$ cat src/rtl/param_counter.sv
// param_counter: parametrised up/down counter with prescaler, wrap or
// saturate at the bounds 0..MAX_COUNT, synchronous clear/load, a
// combinational terminal-count flag, a registered wrap pulse and a
// sticky overflow flag.
module param_counter #(
  parameter int WIDTH     = 8,
  parameter int MAX_COUNT = 255,
  parameter int RESET_VAL = 0,
  parameter int PRESCALE  = 1
) (
  input  logic             clk,
  input  logic             reset,
  input  logic             en,
  input  logic             up_dn,
  input  logic             sat_mode,
  input  logic             clr,
  input  logic             load,
  input  logic [WIDTH-1:0] load_val,
  input  logic             ovf_clr,
  output logic [WIDTH-1:0] value,
  output logic             tc,
  output logic             wrap,
  output logic             ovf
);

  // Prescale counter is at least one bit wide so PRESCALE=1 still elaborates.
  localparam int PW = (PRESCALE > 1) ? $clog2(PRESCALE) : 1;
  localparam logic [PW-1:0]    PC_LAST = PW'(PRESCALE - 1);
  localparam logic [WIDTH:0]   MAX_X   = (WIDTH + 1)'(MAX_COUNT);
  localparam logic [WIDTH-1:0] MAX_V   = WIDTH'(MAX_COUNT);
  localparam logic [WIDTH-1:0] RST_V   = WIDTH'(RESET_VAL);

  logic [PW-1:0]    pcnt;
  logic [PW-1:0]    pcnt_nxt;
  logic [WIDTH-1:0] val_nxt;
  logic             wrap_nxt;
  logic             ovf_evt;
  logic             step;
  logic             bound;
  logic [WIDTH:0]   sum_up;
  logic [WIDTH:0]   sum_dn;

  // Loaded values above the legal range are pinned to MAX_COUNT.
  function automatic logic [WIDTH-1:0] clamp_load(input logic [WIDTH-1:0] v);
    logic [WIDTH:0] vx;
    vx = {1'b0, v};
    return (vx > MAX_X) ? MAX_V : v;
  endfunction

  // Value taken at a boundary step: wrap to the opposite bound, or hold.
  function automatic logic [WIDTH-1:0] bound_next(input logic [WIDTH-1:0] v,
                                                  input logic up,
                                                  input logic sat);
    if (sat)     return v;
    else if (up) return '0;
    else         return MAX_V;
  endfunction

  // Internal arithmetic is one bit wider so overflow/borrow are visible.
  assign sum_up = {1'b0, value} + 1'b1;
  assign sum_dn = {1'b0, value} - 1'b1;
  assign bound  = up_dn ? (sum_up > MAX_X) : sum_dn[WIDTH];
  assign step   = en & (pcnt == PC_LAST);
  assign tc     = step & bound;

  // Next-state selection with priority clr > load > count step.
  always_comb begin
    val_nxt  = value;
    pcnt_nxt = pcnt;
    wrap_nxt = 1'b0;
    ovf_evt  = 1'b0;
    if (clr) begin
      val_nxt  = '0;
      pcnt_nxt = '0;
    end else if (load) begin
      val_nxt  = clamp_load(load_val);
      pcnt_nxt = '0;
    end else if (en) begin
      pcnt_nxt = step ? '0 : pcnt + 1'b1;
      if (step) begin
        if (bound) begin
          ovf_evt  = 1'b1;
          wrap_nxt = ~sat_mode;
          val_nxt  = bound_next(value, up_dn, sat_mode);
        end else begin
          val_nxt  = up_dn ? sum_up[WIDTH-1:0] : sum_dn[WIDTH-1:0];
        end
      end
    end
  end

  // State registers; reset drops any partial prescale immediately.
  always_ff @(posedge clk or posedge reset) begin
    if (reset) begin
      value <= RST_V;
      pcnt  <= '0;
      wrap  <= 1'b0;
      ovf   <= 1'b0;
    end else begin
      value <= val_nxt;
      pcnt  <= pcnt_nxt;
      wrap  <= wrap_nxt;
      // A new overflow event outranks a simultaneous clear request.
      ovf   <= ovf_evt | (ovf & ~ovf_clr);
    end
  end

endmodule
$ cat config.mk
export PLATFORM = sky130hd
export DESIGN_NAME = param_counter
export DESIGN_NICKNAME = d
export VERILOG_FILES = /design/src/rtl/param_counter.sv
export SDC_FILE = /design/constraint.sdc
export NUM_CORES = 1
export LEC_CHECK = 0
export BUFFER_PORTS_ARGS = -buffer_cell sky130_fd_sc_hd__buf_2
export CORE_MARGIN = 2
export CORE_UTILIZATION = 56
export DETAILED_ROUTE_END_ITERATION = 10
export PLACE_DENSITY = 0.9
export SLEW_MARGIN = 15
export SYNTH_ARGS = -nofsm -noshare
export SYNTH_HDL_FRONTEND = slang
export SYNTH_SLANG_ARGS = --single-unit
$ cat constraint.sdc
create_clock -name clk -period 3.7 [get_ports clk]
set_input_delay 0.37 -clock clk [delete_from_list [all_inputs] [get_ports clk]]
set_output_delay 0.37 -clock clk [all_outputs]
set_load 0.01 [all_outputs]
==> results.md <==
- Status: finished clean
- Post-CTS sizing: 0
- Sequential share of the synthesized area: 26.10%
- WL per Instance: around 17 um
- Worst EP arrival: ~2.5 ns
- Post-Route WL: approximately 3.0 mm
- ANT cells: 0
- Cell taking the most area after synthesis: dfrtp_1
- Final Net Count: 176
- CTS tree: done
- Final min period: between 2 and 3 ns
- Slew @ Worst Pin: approximately 0.70 ns
- First DRT Iteration DRCs: 63
- Worst hold-check path type: in2async
- Total Die Area: 2247 sq um
- Vias in the first global route: about 1100
- Sum Neg Setup Slack: 0 ns
- Top-area cell type share of the netlist area: around a quarter
- Power per Cell Area: around 310 nW/um^2
- Combinational family with the most area after synthesis: simple AND/OR/NAND/NOR gates
- Initial DRT Pass Iterations: 4
- Post-synthesis adder-cell area fraction: between 4 and 5%
- Clock skew: approximately 0.0011 ns
- CTS max path bufs: 2
- Worst path bufs/invs: 2
- Top_reg_cell synth: dfrtp_1
- Leading cell type in the layout, fill and taps excluded: buf_2
- Initial Utilization: around three fifths
- Simple-gate area share of the yosys netlist: roughly 30%
- Fin area: between 1000 and 1500 sq um
- Num ports: 27
- Vias per cell: approximately 6.6
- Area grow syn2layout: 14.12%
- Buffers added on ports: 26
- Max Cap Violations: 0
- Post-synthesis mux area share: 0.9490%
- Relative slew slack: ~53%
- Synth Area in Compound Gates: 28.47%
- DRC Markers: 0
- Asr flop ratio synth: 100.0%
- R2R Setup Slk: 0.97 ns
- Core area: 1745 sq um
- Post-Layout Cell Count: about 180
- Synth cell types: 52
- Fmax: 352.8 MHz
- Initial antenna violation count: 0
- R2R depth: 7
- Fin. Hold Viols: 0
- Number of flops mapped to enable cells by yosys: 0
- CP startpoint: value[0]
- Routed Antenna Nets: 0
- Setup violations, final: 0
- Worst Path Max Fanout: 8
- Cells along the critical path: inv_1 -> ha_1 -> or3b_4 -> maj3_2 -> o21bai_2 -> nor2b_1 -> buf_2
- Synth Area in XOR/XNOR: under 10%
- Die extent in y: roughly 47 um
- Most frequent cells in the layout: buf_2 (26), inv_1 (11), nand2_1 (11), dfrtp_1 (11), nor2_1 (9)
- Warning count from the yosys run: 0
- Crit share post-route: between 70% and 80%
- WP data required: 3.33 ns
- Register bit total from synthesis: 11
- CP Class: reg2out
- Final setup margin: 0.8658 ns
- Final HPWL DP: 2.216 mm
- Worst-path clk slew: about 0.07 ns
- CP endpoint kind: output pin
- Cells after Synth: about 140
- Dpl cell area: approximately 1200 sq um
- Avg Inst Size Synth: 7.813 sq um
- Vias: between 1000 and 1500
- Critical Path Start Type: register
- Synthesized Nets: between 150 and 200
- First-pass GRT wire length: 4.933 mm
- Slowest cell delay on critical path: 0.49 ns
- Layout Utilization: 68.96%
- Post-place setup slack: between 1 and 1.5 ns
- Worst r2r dst: value[2]
- RePlAce Congestion: about 0.91
- Total gr overflow: 0
- Placed cells: around 180
- Gr usage total: 31.22%
- Sink Count: 11
- Cell Rows: 15
- Largest net degree at the start of global routing: 22
- H-tree levels: 1
- Number of hold buffers added after CTS: 0
- Pleak: around 0.53 nW
- Maximum VDD drop: 255.7 uV
- Total CTS buffers: 3
- Share of cells above drive strength 1: between 20% and 30%
- Critical Path Slowest Stage Cell: dfrtp_1
- Synth area leaders: dfrtp_1 (26%), inv_1 (3.9%), nand2_1 (3.9%)
- Clk_lat worst skew: about 0.27 ns
- Setup bufs post-CTS: 0
- Slew Limit Fails: 0
- Reg2Reg Launch Point: value[0]
- Synthesized area: 1055 sq um
- Root Driver: clkbuf_4
- CP top delay family: adder cells
- Unrepaired setup endpoints after global routing: no
- Die width: between 40 and 50 um
[where the power goes]
part | internal (mW) | leakage, nW | switching [mW]
Combinational | 0.0569 | 0.369 | 0.0773
Clock | 0.0418 | 0.0150 | 0.0417
Sequential | 0.130 | 0.145 | 0.0288
[sequential cells by signal, indices dropped and copies added, names as in the netlist]
| name | flops |
|---|---|
| value | 8 |
| ovf | 1 |
| pcnt | 1 |
| wrap | 1 |
[synthesized netlist by cell type, types with 2 or more instances]
cell,instances
nor4b_2,2
clkbuf_1,6
inv_1,11
o21ai_1,2
and3_1,4
nand3b_1,2
nand3_1,4
o22ai_1,3
nand2_1,11
o21ai_0,8
dfrtp_1,11
xnor2_1,2
a211oi_1,4
nor3_1,5
nand4_1,2
nor2_1,9
and4_1,2
o31ai_1,2
nand4b_1,2
ha_1,3
a21oi_1,8
o41ai_1,2
[cell type report]
cell class,instances,area [sq um]
Inverter,11,41.29
Timing Repair Buffer,26,130.1
Fill cell,156,541.8
Tap cell,25,31.28
Multi-Input combinational cell,104,699.4
Clock buffer,4,26.28
Sequential cell,11,275.3
[worst max path at each step]
stage / end / slack (ns) / cells past startpoint
finish: tc / 0.87 / 7
global route: tc / 0.79 / 7
CTS: tc / 0.91 / 7
detailed placement: value[2] / 1.03 / 7
global placement: value[2] / 1.18 / 7
floorplan: tc / 1.34 / 6
[worst register-to-register path, delay by kind of cell, from the launching register on]
kind	cells	cell delay, ns
fa+ha+maj	2	0.66
simple gates	2	0.66
buf+inv	1	0.13
compound gates	2	0.67
flops	1	0.49
[metrics by stage]
stage / hold WS (ns) / power, mW
final: 0.07250 / 0.3763
after global placement: 0.3702 / 0.2840
after detailed placement: 0.3794 / 0.2898
after CTS: 0.08982 / 0.3726
after floorplan: 0.2224 / 0.2473
after global routing: 0.1151 / 0.3970
[metal layers]
layer / routed length [um] / track usage, % / vias to the layer above
met1: 1220 / 39.06 / 533
met3: 289 / 7.692 / 22
met2: 1411 / 50.00 / 86
li1: - / - / 550
met4: 122 / 15.00 / 0
met5: 0 / 0 / -
[cells by family after synthesis]
group	after synthesis
and+or+nand+nor	53
muxes	1
DFF	11
buffers and inverters	20
xor gates and xnor gates	3
AOI/OAI and AO/OA	43
adders and majority gates	4
Power figures use the tool's default switching activity.
